<file path="config.mk">
export PLATFORM = sky130hd
export DESIGN_NAME = leaf_out_arbiter_flat
export DESIGN_NICKNAME = d
export VERILOG_FILES = /design/src/rtl/leaf_out_arbiter_if.sv /design/src/rtl/leaf_out_arbiter.sv /design/src/flat_wrapper.sv
export SDC_FILE = /design/constraint.sdc
export NUM_CORES = 1
export LEC_CHECK = 0
export BUFFER_PORTS_ARGS = -buffer_cell sky130_fd_sc_hd__buf_2
export CAP_MARGIN = 25
export CORE_UTILIZATION = 50
export DETAILED_ROUTE_END_ITERATION = 6
export HOLD_SLACK_MARGIN = 0.08
export PLACE_DENSITY = 0.83
export SETUP_SLACK_MARGIN = 0.4
export SLEW_MARGIN = 20
export SYNTH_ARGS = -nofsm -noshare
export SYNTH_HDL_FRONTEND = slang
export SYNTH_SLANG_ARGS = --single-unit
</file>
<file path="constraint.sdc">
create_clock -name clk -period 5.88 [get_ports clk]
set_input_delay 0.588 -clock clk [delete_from_list [all_inputs] [get_ports clk]]
set_output_delay 0.588 -clock clk [all_outputs]
set_load 0.02 [all_outputs]
</file>
<file path="src/rtl/leaf_out_arbiter_if.sv">
// Bus bundle between the user output streams, the arbiter and the
// BFT-side output register.
//
// Handshake semantics:
//   user side : the core holds din_user[i]/vld_user[i] until it sees
//               ack_user[i] high in the same cycle; the beat transfers on
//               that clock edge. ack_user is one-hot or zero and is never
//               high without the matching vld_user.
//   pkt side  : pkt_out/pkt_vld are registered. While pkt_vld is high and
//               pkt_ack is low, pkt_out is held unchanged. pkt_ack high with
//               pkt_vld high consumes the packet on that edge.
interface leaf_out_arbiter_if #(
  parameter int PACKET_BITS   = 49,
  parameter int PAYLOAD_BITS  = 32,
  parameter int NUM_OUT_PORTS = 3
);
  logic [NUM_OUT_PORTS*PAYLOAD_BITS-1:0] din_user;
  logic [NUM_OUT_PORTS-1:0]              vld_user;
  logic [NUM_OUT_PORTS-1:0]              ack_user;
  logic [PACKET_BITS-1:0]                pkt_out;
  logic                                  pkt_vld;
  logic                                  pkt_ack;

  // User cores and the downstream register
  modport master (
    output din_user, vld_user, pkt_ack,
    input  ack_user, pkt_out, pkt_vld
  );

  // The arbiter
  modport slave (
    input  din_user, vld_user, pkt_ack,
    output ack_user, pkt_out, pkt_vld
  );
endinterface

</file>
<file path="src/rtl/leaf_out_arbiter.sv">
// Round-robin arbiter that merges the user output streams onto the leaf's
// single packet output. Each stream gets its destination from a runtime
// config table, a free-running write address and a credit count that
// tracks free slots at the remote input BRAM.
module leaf_out_arbiter #(
  parameter int PACKET_BITS   = 49,
  parameter int PAYLOAD_BITS  = 32,
  parameter int NUM_LEAF_BITS = 5,
  parameter int NUM_PORT_BITS = 4,
  parameter int NUM_ADDR_BITS = 7,
  parameter int NUM_OUT_PORTS = 3
) (
  input  logic                     clk,
  input  logic                     ap_rst_n,
  leaf_out_arbiter_if.slave        bus,
  input  logic                     cfg_wr,
  input  logic [2:0]               cfg_idx,
  input  logic [NUM_LEAF_BITS-1:0] cfg_leaf,
  input  logic [NUM_PORT_BITS-1:0] cfg_port,
  input  logic                     fs_vld,
  input  logic [2:0]               fs_idx,
  input  logic [NUM_ADDR_BITS:0]   fs_amt,
  output logic                     credit_err
);

  localparam int RR_W   = (NUM_OUT_PORTS > 1) ? $clog2(NUM_OUT_PORTS) : 1;
  localparam int CRED_W = NUM_ADDR_BITS + 1;
  // Credit ceiling: the remote BRAM depth.
  localparam logic [CRED_W-1:0] CRED_INIT = {1'b1, {NUM_ADDR_BITS{1'b0}}};
  localparam logic [CRED_W+1:0] CRED_CAP  = {2'b00, CRED_INIT};

  logic [NUM_LEAF_BITS-1:0] cfg_leaf_q  [NUM_OUT_PORTS];
  logic [NUM_PORT_BITS-1:0] cfg_port_q  [NUM_OUT_PORTS];
  logic [NUM_OUT_PORTS-1:0] cfg_valid_q;
  logic [NUM_ADDR_BITS-1:0] addr_q      [NUM_OUT_PORTS];
  logic [CRED_W-1:0]        credit_q    [NUM_OUT_PORTS];
  logic [CRED_W-1:0]        credit_d    [NUM_OUT_PORTS];
  logic [NUM_OUT_PORTS-1:0] credit_ovf;
  logic [RR_W-1:0]          rr_q;

  logic [NUM_OUT_PORTS-1:0] eligible;
  logic [NUM_OUT_PORTS-1:0] grant;
  logic [RR_W-1:0]          grant_idx;
  logic                     any_grant;
  logic                     slot_free;

  logic [PAYLOAD_BITS-1:0]  sel_payload;
  logic [NUM_LEAF_BITS-1:0] sel_leaf;
  logic [NUM_PORT_BITS-1:0] sel_port;
  logic [NUM_ADDR_BITS-1:0] sel_addr;
  logic [PACKET_BITS-1:0]   pkt_d;

  // Round-robin pick: first eligible stream at or above rr, else wrap to the lowest eligible one
  always_comb begin
    slot_free = !bus.pkt_vld || bus.pkt_ack;
    eligible  = '0;
    grant     = '0;
    grant_idx = '0;
    any_grant = 1'b0;
    for (int i = 0; i < NUM_OUT_PORTS; i++) begin
      eligible[i] = bus.vld_user[i] && cfg_valid_q[i] && (credit_q[i] != '0);
    end
    for (int i = 0; i < NUM_OUT_PORTS; i++) begin
      if (slot_free && !any_grant && eligible[i] && (RR_W'(i) >= rr_q)) begin
        any_grant = 1'b1;
        grant[i]  = 1'b1;
        grant_idx = RR_W'(i);
      end
    end
    for (int i = 0; i < NUM_OUT_PORTS; i++) begin
      if (slot_free && !any_grant && eligible[i]) begin
        any_grant = 1'b1;
        grant[i]  = 1'b1;
        grant_idx = RR_W'(i);
      end
    end
  end

  assign bus.ack_user = grant;

  // Mux the granted stream's fields into the next packet
  always_comb begin
    sel_payload = '0;
    sel_leaf    = '0;
    sel_port    = '0;
    sel_addr    = '0;
    for (int i = 0; i < NUM_OUT_PORTS; i++) begin
      if (grant[i]) begin
        sel_payload = bus.din_user[i*PAYLOAD_BITS +: PAYLOAD_BITS];
        sel_leaf    = cfg_leaf_q[i];
        sel_port    = cfg_port_q[i];
        sel_addr    = addr_q[i];
      end
    end
  end

  assign pkt_d = {1'b1, sel_leaf, sel_port, sel_addr, sel_payload};

  // Net credit change per stream: refill plus grant in the same cycle, capped at the BRAM depth
  always_comb begin
    logic [CRED_W+1:0] sum;
    sum        = '0;
    credit_ovf = '0;
    for (int i = 0; i < NUM_OUT_PORTS; i++) begin
      sum = {2'b00, credit_q[i]}
          + ((fs_vld && (fs_idx == 3'(i))) ? {1'b0, fs_amt} : '0)
          - {{(CRED_W+1){1'b0}}, grant[i]};
      if (sum > CRED_CAP) begin
        credit_d[i]   = CRED_INIT;
        credit_ovf[i] = 1'b1;
      end else begin
        credit_d[i] = sum[CRED_W-1:0];
      end
    end
  end

  // Output packet register: load on grant, clear when the slot empties with no grant, else hold
  always_ff @(posedge clk or negedge ap_rst_n) begin
    if (!ap_rst_n) begin
      bus.pkt_out <= '0;
      bus.pkt_vld <= 1'b0;
    end else if (any_grant) begin
      bus.pkt_out <= pkt_d;
      bus.pkt_vld <= 1'b1;
    end else if (slot_free) begin
      bus.pkt_out <= '0;
      bus.pkt_vld <= 1'b0;
    end
  end

  // Round-robin pointer moves just past the last granted stream
  always_ff @(posedge clk or negedge ap_rst_n) begin
    if (!ap_rst_n) begin
      rr_q <= '0;
    end else if (any_grant) begin
      rr_q <= (grant_idx == RR_W'(NUM_OUT_PORTS - 1)) ? '0 : grant_idx + 1'b1;
    end
  end

  // Per-stream config table, write address and credit counters
  always_ff @(posedge clk or negedge ap_rst_n) begin
    if (!ap_rst_n) begin
      cfg_valid_q <= '0;
      credit_err  <= 1'b0;
      for (int i = 0; i < NUM_OUT_PORTS; i++) begin
        cfg_leaf_q[i] <= '0;
        cfg_port_q[i] <= '0;
        addr_q[i]     <= '0;
        credit_q[i]   <= CRED_INIT;
      end
    end else begin
      credit_err <= credit_err | (|credit_ovf);
      for (int i = 0; i < NUM_OUT_PORTS; i++) begin
        if (cfg_wr && (cfg_idx == 3'(i))) begin
          cfg_leaf_q[i]  <= cfg_leaf;
          cfg_port_q[i]  <= cfg_port;
          cfg_valid_q[i] <= 1'b1;
        end
        if (grant[i]) begin
          addr_q[i] <= addr_q[i] + 1'b1;
        end
        credit_q[i] <= credit_d[i];
      end
    end
  end

endmodule

</file>
<file path="src/flat_wrapper.sv">
// flat-port wrapper written by rule: the top's interface ports become plain ports
module leaf_out_arbiter_flat 
#(
  parameter int PACKET_BITS   = 49,
  parameter int PAYLOAD_BITS  = 32,
  parameter int NUM_LEAF_BITS = 5,
  parameter int NUM_PORT_BITS = 4,
  parameter int NUM_ADDR_BITS = 7,
  parameter int NUM_OUT_PORTS = 3
)
  (clk, ap_rst_n, cfg_wr, cfg_idx, cfg_leaf, cfg_port, fs_vld, fs_idx, fs_amt, credit_err, bus_din_user, bus_vld_user, bus_pkt_ack, bus_ack_user, bus_pkt_out, bus_pkt_vld);
  leaf_out_arbiter_if #(.PACKET_BITS(PACKET_BITS), .PAYLOAD_BITS(PAYLOAD_BITS), .NUM_OUT_PORTS(NUM_OUT_PORTS)) bus_i ();
  input  logic clk;
  input  logic ap_rst_n;
  input  logic cfg_wr;
  input  logic [2:0] cfg_idx;
  input  logic [NUM_LEAF_BITS-1:0] cfg_leaf;
  input  logic [NUM_PORT_BITS-1:0] cfg_port;
  input  logic fs_vld;
  input  logic [2:0] fs_idx;
  input  logic [NUM_ADDR_BITS:0] fs_amt;
  output logic credit_err;
  input wire logic [$bits(bus_i.din_user)-1:0] bus_din_user;
  input wire logic [$bits(bus_i.vld_user)-1:0] bus_vld_user;
  input wire logic [$bits(bus_i.pkt_ack)-1:0] bus_pkt_ack;
  output wire logic [$bits(bus_i.ack_user)-1:0] bus_ack_user;
  output wire logic [$bits(bus_i.pkt_out)-1:0] bus_pkt_out;
  output wire logic [$bits(bus_i.pkt_vld)-1:0] bus_pkt_vld;
  assign bus_i.din_user = bus_din_user;
  assign bus_i.vld_user = bus_vld_user;
  assign bus_i.pkt_ack = bus_pkt_ack;
  assign bus_ack_user = bus_i.ack_user;
  assign bus_pkt_out = bus_i.pkt_out;
  assign bus_pkt_vld = bus_i.pkt_vld;
  leaf_out_arbiter #(.PACKET_BITS(PACKET_BITS), .PAYLOAD_BITS(PAYLOAD_BITS), .NUM_LEAF_BITS(NUM_LEAF_BITS), .NUM_PORT_BITS(NUM_PORT_BITS), .NUM_ADDR_BITS(NUM_ADDR_BITS), .NUM_OUT_PORTS(NUM_OUT_PORTS)) u_core (.clk(clk), .ap_rst_n(ap_rst_n), .bus(bus_i), .cfg_wr(cfg_wr), .cfg_idx(cfg_idx), .cfg_leaf(cfg_leaf), .cfg_port(cfg_port), .fs_vld(fs_vld), .fs_idx(fs_idx), .fs_amt(fs_amt), .credit_err(credit_err));
endmodule
</file>
==> summary.md, run 1 <==
| Metric | Value |
|---|---|
| Nets | `1087` |
| Layout area overhead | `23.7%` |
| Final Hold Vio Count | `0` |
| DRT iter0 DRCs | `651` |
| Via/cell ratio | `5.70` |
| Commonest non-fill, non-tap cell in the layout | `buf_2` |
| WL/cell | `16.7 um` |
| Fillers | `1079` |
| Cts bufs inserted | `17` |
| Worst rel slew slack | `39.1%` |
| Remaining DRCs | `0` |
| Hold Crit Class | `in -> async` |
| Die width | `121 um` |
| Final wirelength | `18400 um` |
| Vias after detailed routing | `6255` |
| Hold buffers post-CTS | `0` |
| Largest net degree at the start of global routing | `65` |
| Antenna violations before repair | `0` |
| Simple-gate share of the synthesized area | `16.8%` |
| Mean post-synth cell area | `9.79 um^2` |
| Synthesized instance count | `724` |
| RSZ-0062 raised after global routing | `no` |
| Core area | `13900 um^2` |
| CP Class | `reg -> reg` |
| Ant diodes | `0` |
| Clock latency on the worst-skew pair | `0.42 ns` |
| Combinational family with the most area after synthesis | `simple AND/OR/NAND/NOR gates` |
| Layout cells sized above 1 | `between 20% and 30%` |
| Grt ovf | `0` |
| IO Port Bufs | `180` |
| CP startpoint kind | `flop` |
| Count of pins over their slew limit | `0` |
| Total Routing Usage GR | `26.0%` |
| Max IR drop VDD | `354 uV` |
| Die ar. | `14700 um^2` |
| Post-DP HPWL | `13000 um` |
| Syn_nets | `905` |
| TNS Setup | `0 ns` |
| Status | `completed` |
| Async S/R FF share, synth | `100%` |
| Root Driver | `clkbuf_16` |
| EDFF count, synth | `0` |
| R2R cell count | `16` |
| Maximum buffer depth of the clock tree | `2` |
| H-tree Lvls | `4` |
| Post-route ant nets | `0` |
| # clock sinks | `127` |
| Sequential area share after synthesis | `approximately 45%` |
| Critical path required time | `between 6 and 7 ns` |
| Max-Cap Viols | `0` |
| Global-route wire length before repair | `29500 um` |
| Pwr dens | `547 nW/um^2` |
| Critical Path AT | `4.62 ns` |
| Clock skew | `0.0108 ns` |
| Ports | `181` |
| Finish-stage setup viols | `0` |
| Final worst path period share | `between 70% and 80%` |
| Final Total Pwr | `between 4 and 5 mW` |
| XOR/XNOR share of the synthesized area | `under 10%` |
| Max Clock Freq | `231 MHz` |
| Fin crit period | `approximately 4.3 ns` |
| Die span in y | `121 um` |
| Vias in the first global route | `~6100` |
| Most frequent cells in the layout | `buf_2 (179), nand2_1 (131), dfrtp_1 (124)` |
| FP Rows | `43` |
| Ys flop type | `dfrtp_1` |
| Worst slew pin tran | `0.912 ns` |
| Pre-Repair DR Iteration Count | `7` |
| Critical Path Sink Type | `flop` |
| Post-CTS Repair Setup Buffers | `0` |
| Count of cell types in the netlist | `64` |
| CTS resizes | `0` |
| Reg clk slew, reported paths | `0.06 ns` |
| Worst-path fanout max | `7` |
| Mapped Area | `7090 um^2` |
| Synth warn | `0` |
| Multiplexer share of the synthesized area | `about 4.8%` |
| Synth Area in Compound Gates | `between 10 and 15%` |
| TritonCTS clock tree | `yes` |
| Synth Register Bits | `127` |
| Post-synthesis adder-cell area fraction | `9.85%` |
| GP Congestion | `0.932` |
| Initial Utilization | `51.1%` |
| Leakage | `4.44 nW` |
==> kinds of logic after synthesis <==
group,after synthesis
AOI/OAI and AO/OA,116
xor gates and xnor gates,33
adders and majority gates,54
buffers and inverters,104
DFF,127
muxes,30
and+or+nand+nor,260
==> metrics by stage <==
step / hold slack (ns) / cells / area [um^2] / util (%) / worst slack, ns
after floorplan: 0.292 / 724 / 7090 / - / 1.54
after global placement: 0.451 / 1067 / 8180 / 59.0 / 1.65
after detailed placement: 0.454 / 1067 / 8180 / 59.0 / 1.51
after CTS: 0.276 / 1098 / 8770 / 63.2 / 1.56
after global routing: 0.313 / 1098 / 8770 / 63.2 / 1.20
final: 0.262 / 1098 / 8770 / 63.2 / 1.54
==> cells in the mapped netlist, drive strengths merged (2+ instances only) <==
cell / n / area [um^2]
a211o: 6 / 53.8
o21ai: 12 / 60.1
mux2: 30 / 338
and2: 4 / 25.0
buf: 9 / 46.3
inv: 80 / 300
nand3: 5 / 25.0
o22ai: 2 / 18.8
nor3b: 5 / 37.5
dfstp: 3 / 78.8
nor3: 10 / 55.1
xor2: 16 / 140
a222oi: 46 / 460
o21bai: 2 / 15.0
xnor2: 17 / 149
o41ai: 2 / 17.5
a21oi: 15 / 78.8
clkbuf: 15 / 56.3
o2111ai: 2 / 17.5
a31oi: 3 / 18.8
nor2: 48 / 180
o211ai: 2 / 15.0
nand2: 131 / 492
or2: 10 / 62.6
dfrtp: 124 / 3100
or3: 4 / 25.0
nand4: 18 / 125
ha: 51 / 638
o31ai: 2 / 15.0
nor2b: 8 / 50.1
a21o: 3 / 22.5
a211oi: 7 / 70.1
nor4: 8 / 50.1
fa: 3 / 60.1
nand2b: 5 / 31.3
o21a: 2 / 16.3
==> where the power goes <==
group	total, mW	switching, mW	internal [mW]
clock	1.04	0.407	0.630
combinational	2.35	1.43	0.925
sequential	1.41	0.216	1.19
==> critical path, cell delays in order (launching register included) <==
cell	delay, ns
dfrtp_1	0.39
nor4_1	0.46
a211o_2	0.28
nor2_1	0.08
a221oi_4	0.33
ha_1	0.28
inv_1	0.06
ha_1	0.18
inv_1	0.06
fa_1	0.39
nand2b_1	0.18
a21oi_1	0.22
o311ai_0	0.18
o21ai_1	0.19
a311o_1	0.21
nand3_1	0.23
or4_1	0.48
==> per-layer routing <==
metal	part of all wire (%)	global-route usage (%)	wire, um	up-vias
met5	0	0	0	-
met4	3.1	11.3	564	0
met3	7.7	7.05	1420	40
met2	49	44.1	9020	272
met1	40	30.9	7370	3009
li1	-	-	-	2934
==> final cells by class <==
type / count / area, um^2 / area share [%]
clock buffer: 17 / 425 / 4.85
multi-input combinational: 493 / 3520 / 40.1
inverter: 80 / 300 / 3.42
sequential: 127 / 3180 / 36.3
tap: 180 / 225 / 2.57
clock inverter: 14 / 161 / 1.84
timing repair buffer: 187 / 956 / 10.9
==> worst paths after layout <==
kind | start | endpoint | slack, ns
hold / removal | ap_rst_n | u_core.bus.pkt_out[25] | 0.26
setup reg to reg | u_core.credit_q[3] | u_core.credit_err | 1.54
max in group asynchronous | ap_rst_n | u_core.credit_q[10] | 4.28
setup / recovery | u_core.credit_q[3] | u_core.credit_err | 1.54
min in group clk | bus_din_user[31] | u_core.bus.pkt_out[31] | 0.36
hold reg to reg | u_core.cfg_leaf_q[12] | u_core.bus.pkt_out[45] | 0.47
==> flip-flops by register name, summed over array words and instances (netlist names), 2 cells and up <==
| signal | count |
|---|---|
| u_core.bus.pkt_out | 48 |
| u_core.credit_q | 24 |
| u_core.addr_q | 21 |
| u_core.cfg_leaf_q | 15 |
| u_core.cfg_port_q | 12 |
| u_core.cfg_valid_q | 3 |
| u_core.rr_q | 2 |
Note: power is estimated with default switching activity, not from simulation.
==> run 2, diff against run 1 <==
- CORE_UTILIZATION: 50 -> 49
- PLACE_DENSITY: 0.83 -> 0.85
- clock period: 5.88 -> 3.86 ns (I/O delays scaled with it)
==> run 2 against run 1 <==
Against the previous run: wire length up 6.2%; count of clock-buffer cells in the layout is 1 higher; critical path type unchanged; highest routed layer unchanged; combinational power grew 81%.
==> summary.md, run 2 (synthesis gave the netlist of run 1 again) <==
| Metric | Value |
|---|---|
| Grt ovf | `0 (unchanged)` |
| Final wirelength | `19500 um (+6.2%)` |
| Critical Path AT | `4.07 ns (-0.55 ns)` |
| Commonest non-fill, non-tap cell in the layout | `buf_2` |
| Vias after detailed routing | `6434 (+2.9%)` |
| Worst rel slew slack | `40.0% (+0.93 points)` |
| Clock latency on the worst-skew pair | `0.41 ns (about the same)` |
| FP Rows | `43 (unchanged)` |
| Worst reg2reg setup slack | `0.07 ns (-1.47 ns)` |
| Core area | `14000 um^2 (+0.78%)` |
| TNS Setup | `0 ns (unchanged)` |
| RSZ-0062 raised after global routing | `yes` |
| Pre-Repair DR Iteration Count | `5 (-2)` |
| Global-route wire length before repair | `30300 um (+2.7%)` |
| Layout area overhead | `32.4%` |
| Post-route ant nets | `0 (unchanged)` |
| WL/cell | `17.4 um (+4.1%)` |
| Layout cells sized above 1 | `36.2% (+7.1 points)` |
| Antenna violations before repair | `1 (+1)` |
| DRT iter0 DRCs | `538 (-17%)` |
| Switching Fraction | `41.4% (-1.4 points)` |
| # clock sinks | `127 (unchanged)` |
| Dpl cells | `1070 (+0.28%)` |
| Clock Power Share | `21.9% (+0.3 points)` |
| Internal power | `4.84 mW (+76%)` |
| Hold Crit Class | `in -> reg` |
| Maximum buffer depth of the clock tree | `2 (unchanged)` |
| Fin crit period | `3.79 ns (-0.547 ns)` |
| Max-Cap Viols | `0 (unchanged)` |
| Ports | `181 (unchanged)` |
| Largest net degree at the start of global routing | `81 (+25%)` |
| Nets | `1108 (+1.9%)` |
| Via/cell ratio | `5.74 (+0.84%)` |
| H-tree Lvls | `4 (unchanged)` |
| Worst slew pin tran | `0.896 ns (-0.0159 ns)` |
| Reg clk slew, reported paths | `0.06 ns (about the same)` |
| Fin area | `9390 um^2 (+7.0%)` |
| Fin Hold WS | `0.171 ns (-0.0914 ns)` |
| Most frequent cells in the layout | `buf_2 (179), nand2_1 (129), dfrtp_1 (123)` |
| Worst-path fanout max | `4 (-3)` |
| IO Port Bufs | `180 (unchanged)` |
| Die width | `122 um (+1.0%)` |
| Remaining DRCs | `0 (unchanged)` |
| Final Total Pwr | `8.26 mW (+72%)` |
| Vias in the first global route | `6165 (+0.51%)` |
| Biggest regs | `u_core.bus.pkt_out: 48 flops, u_core.credit_q: 24 flops, u_core.addr_q: 21 flops` |
| Sequential power share | `26.6% (-2.8 points)` |
| Count of pins over their slew limit | `0 (unchanged)` |
| Final Hold Vio Count | `0 (unchanged)` |
| Initial Utilization | `50.7% (-0.39 points)` |
| Total Routing Usage GR | `26.7% (+0.69 points)` |
| Comb pwr share | `51.6% (+2.6 points)` |
| Die span in y | `122 um (+1.0%)` |
| CP startpoint kind | `flop` |
| Critical Path Sink Type | `flop` |
| Placement Cell Area | `8390 um^2 (+2.5%)` |
| Finish-stage setup viols | `0 (unchanged)` |
| Status | `completed` |
| Clock skew | `0.0106 ns (-0.000152 ns)` |
| Root Driver | `clkbuf_16` |
| Max IR drop VDD | `494 uV (+39%)` |
| Sw power | `3.42 mW (+67%)` |
| Leakage | `4.64 nW (+4.5%)` |
| Layout Cells excl Fill | `1120 (+2.0%)` |
| CP Class | `reg -> reg` |
| Largest register FFs | `48 (unchanged)` |
| Final worst path period share | `98.1% (+24 points)` |
| Max Clock Freq | `264 MHz (+14%)` |
| Biggest register | `u_core.bus.pkt_out` |
| Post-DP HPWL | `13300 um (+2.3%)` |
| Die ar. | `15000 um^2 (+2.0%)` |
| GP Congestion | `0.849 (-8.9%)` |
| Cts bufs inserted | `17 (unchanged)` |
| Critical path required time | `4.15 ns (-2.02 ns)` |
| Pwr dens | `880 nW/um^2 (+61%)` |
| TritonCTS clock tree | `yes` |
-- run 2: cell count changes in the layout (fill, tap and decap cells not counted), moves of 4 or more --
cell       change
a21oi_1        -6
buf_4         +17
bufinv_16      +4
ha_1           -6
ha_4           +6
inv_1          -6
inv_2          +4
nor2_1         -4
nor4_1         -7
nor4_2         +4
-- run 2: what timing repair did --
action / CTS / global route
hold buffers: 0 / 1
gates resized for setup: 15 / 18
pin swaps: 25 / 8
endpoints found under the setup margin: 23 / 23
setup buffers: 10 / 6
hold endpoints to repair: 0 / 35
-- run 2: power by group through the flow --
stage	Combinational [mW]	Clock (mW)	Sequential (mW)
final	4.26	1.81	2.19
after global routing	4.66	1.88	2.24
after CTS	3.98	1.82	2.18
after detailed placement	3.72	0	2.18
after global placement	3.61	0	2.15
after floorplan	2.52	0	2.37
-- run 2: area by class of cell --
| class | count | area, um^2 |
|---|---|---|
| inverters | 80 | 305 |
| clock inverters | 13 | 236 |
| well taps | 180 | 225 |
| fillers | 1005 | 4600 |
| multi-input cells | 493 | 3870 |
| diodes | 1 | 2.50 |
| repair buffers | 208 | 1140 |
| flip-flops and latches | 127 | 3180 |
| clock buffers | 18 | 429 |
-- run 2: final timing paths --
| kind | from | endpoint | cells after the start |
|---|---|---|---|
| max | u_core.credit_q[20] | u_core.credit_err | 16 |
| min | bus_din_user[2] | u_core.bus.pkt_out[2] | 3 |
| max reg2reg | u_core.credit_q[20] | u_core.credit_err | 16 |
| min reg2reg | u_core.cfg_leaf_q[12] | u_core.bus.pkt_out[45] | 2 |
| max in group asynchronous | ap_rst_n | u_core.credit_q[7] | 3 |
| min in group asynchronous | ap_rst_n | u_core.bus.pkt_out[40] | 2 |
-- run 2: stage by stage --
step	utilization (%)	setup slack [ns]
floorplan	-	-0.0527
global placement	60.0	0.0952
detailed placement	60.0	-0.0804
CTS	65.9	0.143
global route	67.1	-0.0639
finish	67.1	0.0714
-- run 2: routing by layer --
metal / wire length (um) / GRT usage, % / part of all wire [%] / vias up
li1: - / - / - / 2985
met1: 7470 / 30.3 / 38 / 3102
met2: 10100 / 47.6 / 52 / 303
met3: 1450 / 6.04 / 7.4 / 44
met4: 534 / 12.0 / 2.7 / 0
met5: 0 / 0 / 0 / -
-- run 2: critical path: stages, from the launching register on --
cell and delay (ns):
dfrtp_1 0.42, nor4_4 0.31, a211o_1 0.30, o21ai_2 0.11, a211oi_4 0.26, ha_4 0.25, inv_4 0.05, ha_4 0.12
inv_2 0.04, fa_2 0.34, nand2b_4 0.17, a21oi_4 0.15, o22ai_2 0.10, xnor2_2 0.16, o31ai_2 0.30, nand2_1 0.12
or4_1 0.47
==> run 3, diff against run 2 <==
- CORE_UTILIZATION: 49 -> 50
- PLACE_DENSITY: 0.85 -> 0.83
- SETUP_SLACK_MARGIN: 0.4 -> 0.5
- clock period: 3.86 -> 4.8 ns (I/O delays scaled with it)
==> run 3 against run 2 <==
Against the previous run: the run now ends with design-rule violations left; clock power decreased by 29%; sequential share of layout area grew 1.9 points; sequential cell count is the same; utilization shrank 3.1 points; combinational power fell by 31%; worst hold slack better by 0.086 ns; die area is 2.0% lower; wire length is 2.7% lower; fmax shrank 8.4%; first-iteration DRC count grew 12%; largest power group unchanged.
==> summary.md, run 3 (synthesis gave the netlist of run 1 again) <==
| Metric | Value |
|---|---|
| Grt met3 use | `6.11% (+0.068 points)` |
| Worst rel slew slack | `42.6% (+2.6 points)` |
| Vias after detailed routing | `6322 (-1.7%)` |
| Initial Utilization | `51.1% (+0.39 points)` |
| Remaining DRCs | `10 (+10)` |
| Setup slack after layout | `0.662 ns (+0.591 ns)` |
| GP Congestion | `0.937 (+10%)` |
| Layout area overhead | `25.3%` |
| Leakage | `4.49 nW (-3.2%)` |
| TNS Setup | `0 ns (unchanged)` |
| Worst-path fanout max | `4 (unchanged)` |
| Fin crit period | `4.14 ns (+0.349 ns)` |
| Total Routing Usage GR | `26.0% (-0.67 points)` |
| Hold Crit Class | `in -> reg` |
| Commonest non-fill, non-tap cell in the layout | `buf_2` |
| Nets | `1095 (-1.2%)` |
| # clock sinks | `127 (unchanged)` |
| Worst slew pin tran | `0.857 ns (-0.0393 ns)` |
| IO Port Bufs | `180 (unchanged)` |
| Post-DP HPWL | `13100 um (-1.2%)` |
| Global routing's busiest layer | `met2` |
| Most frequent cells in the layout | `buf_2 (179), nand2_1 (131), dfrtp_1 (124)` |
| Biggest regs | `u_core.bus.pkt_out: 48 flops, u_core.credit_q: 24 flops, u_core.addr_q: 21 flops` |
| Clock latency on the worst-skew pair | `0.43 ns (+0.02 ns)` |
| Reg2reg start | `u_core.credit_q[15]` |
| Ant diodes | `0 (-1)` |
| Pwr dens | `670 nW/um^2 (-24%)` |
| Status | `finished with violations` |
| Root Driver | `clkbuf_16` |
| Failing checks | `design-rule violations` |
| Cts bufs inserted | `17 (unchanged)` |
| H-tree Lvls | `4 (unchanged)` |
| Max Clock Freq | `242 MHz (-8.4%)` |
| Biggest register | `u_core.bus.pkt_out` |
| Layout cells sized above 1 | `30.2% (-6.0 points)` |
| RSZ-0062 raised after global routing | `no` |
| DRT iter0 DRCs | `605 (+12%)` |
| Finish-stage setup viols | `0 (unchanged)` |
| Critical path required time | `5.09 ns (+0.94 ns)` |
| Final worst path period share | `86.2% (-12 points)` |
| Critical Path Sink Type | `flop` |
| Worst reg2reg setup slack | `0.66 ns (+0.59 ns)` |
| Via/cell ratio | `5.71 (-0.59%)` |
| Clock skew | `0.0170 ns (+0.00634 ns)` |
| Hold_sp | `bus_din_user[31]` |
| Grt ovf | `0 (unchanged)` |
| CP startpoint | `u_core.credit_q[15]` |
| Largest register FFs | `48 (unchanged)` |
| CP Class | `reg -> reg` |
| Count of pins over their slew limit | `0 (unchanged)` |
| Core area | `13900 um^2 (-0.77%)` |
| Pre-Repair DR Iteration Count | `7 (+2)` |
| Final Hold Vio Count | `0 (unchanged)` |
| Antenna violations before repair | `0 (-1)` |
| Post-route ant nets | `0 (unchanged)` |
| Max-Cap Viols | `0 (unchanged)` |
| Reg clk slew, reported paths | `0.06 ns (about the same)` |
| Dpl ws | `0.447 ns (+0.527 ns)` |
| Critical Path AT | `4.42 ns (+0.35 ns)` |
| Fin area | `8880 um^2 (-5.3%)` |
| M2 GR Usage | `44.0% (-3.6 points)` |
| WL/cell | `17.1 um (-1.6%)` |
| FP Rows | `43 (unchanged)` |
| Maximum buffer depth of the clock tree | `2 (unchanged)` |
| Vias in the first global route | `6089 (-1.2%)` |
| CP startpoint kind | `flop` |
| Die width | `121 um (-0.99%)` |
| Final Total Pwr | `5.96 mW (-28%)` |
| Largest net degree at the start of global routing | `66 (-19%)` |
| Ports | `181 (unchanged)` |
| Final wirelength | `19000 um (-2.7%)` |
| Placement Cell Area | `8210 um^2 (-2.1%)` |
| Max IR drop VDD | `403 uV (-18%)` |
| GR met1 Demand/Resource | `31.2% (+0.87 points)` |
| Global-route wire length before repair | `29600 um (-2.2%)` |
| Die span in y | `121 um (-0.99%)` |
| TritonCTS clock tree | `yes` |
| Die ar. | `14700 um^2 (-2.0%)` |
==> run 3: changes by cell type in the layout (fill, tap and decap cells not counted), moves of 4 or more <==
cell       before  now
inv_2           4    0
ha_4            6    0
bufinv_16       6    2
inv_1          74   80
buf_4          25   15
nor2_1         44   48
a21oi_1         8   13
ha_1           45   51
==> run 3: final timing paths <==
| check | to | cells after the start |
|---|---|---|
| worst max-delay path | u_core.credit_err | 17 |
| max in group asynchronous | u_core.cfg_port_q[4] | 3 |
| worst min register to register | u_core.bus.pkt_out[43] | 2 |
| worst max register to register | u_core.credit_err | 17 |
| min in group asynchronous | u_core.bus.pkt_out[22] | 2 |
| worst min-delay path | u_core.bus.pkt_out[31] | 3 |
==> run 3: cell type report <==
class | instances | area, um^2
tap | 180 | 225
sequential | 127 | 3180
clock inverter | 11 | 130
timing repair buffer | 195 | 1020
clock buffer | 21 | 460
multi-input combinational | 493 | 3570
inverter | 80 | 300
fill | 1067 | 5000
==> run 3: worst max-delay path, stage by stage (launching register included) <==
cell and delay, ns:
dfstp_2 0.54, nor4_2 0.06, a211o_1 0.32, buf_4 0.15, a21oi_1 0.26, a21oi_4 0.10
ha_1 0.29, inv_1 0.05, ha_1 0.16, inv_1 0.06, fa_1 0.40, nand2b_1 0.19
a21oi_1 0.23, o211a_1 0.23, a31oi_1 0.10, a21oi_1 0.18, nand4_2 0.17, or4_1 0.53
==> run 3: layer usage <==
metal  up-vias  part of all wire [%]  routed length, um
li1       2957                     -                  -
met1      3058                    40               7530
met2       260                    49               9370
met3        47                   7.4               1410
met4         0                   3.5                671
met5         -                     0                  0
==> run 3: per-stage QoR <==
stage | util [%] | std cells | hold slack [ns]
2_1_floorplan | - | 724 | 0.184
3_3_place_gp | 59.2 | 1071 | 0.437
3_5_place_dp | 59.2 | 1071 | 0.437
4_1_cts | 63.5 | 1104 | 0.243
5_1_grt | 64.0 | 1107 | 0.255
6_report | 64.0 | 1107 | 0.257
==> run 3: where the power goes <==
part	internal, mW	switching, mW	leakage (nW)
combinational	1.16	1.76	2.62
clock	0.798	0.488	0.289
sequential	1.46	0.284	1.58
total	3.42	2.53	4.49
==> run 3: timing repair <==
action	4_1_cts	5_1_grt
hold endpoints to repair	30	0
pin swaps	0	3
gates resized for setup	1	7
hold buffers	1	0
endpoints found under the setup margin	1	2
buffers inserted	0	3
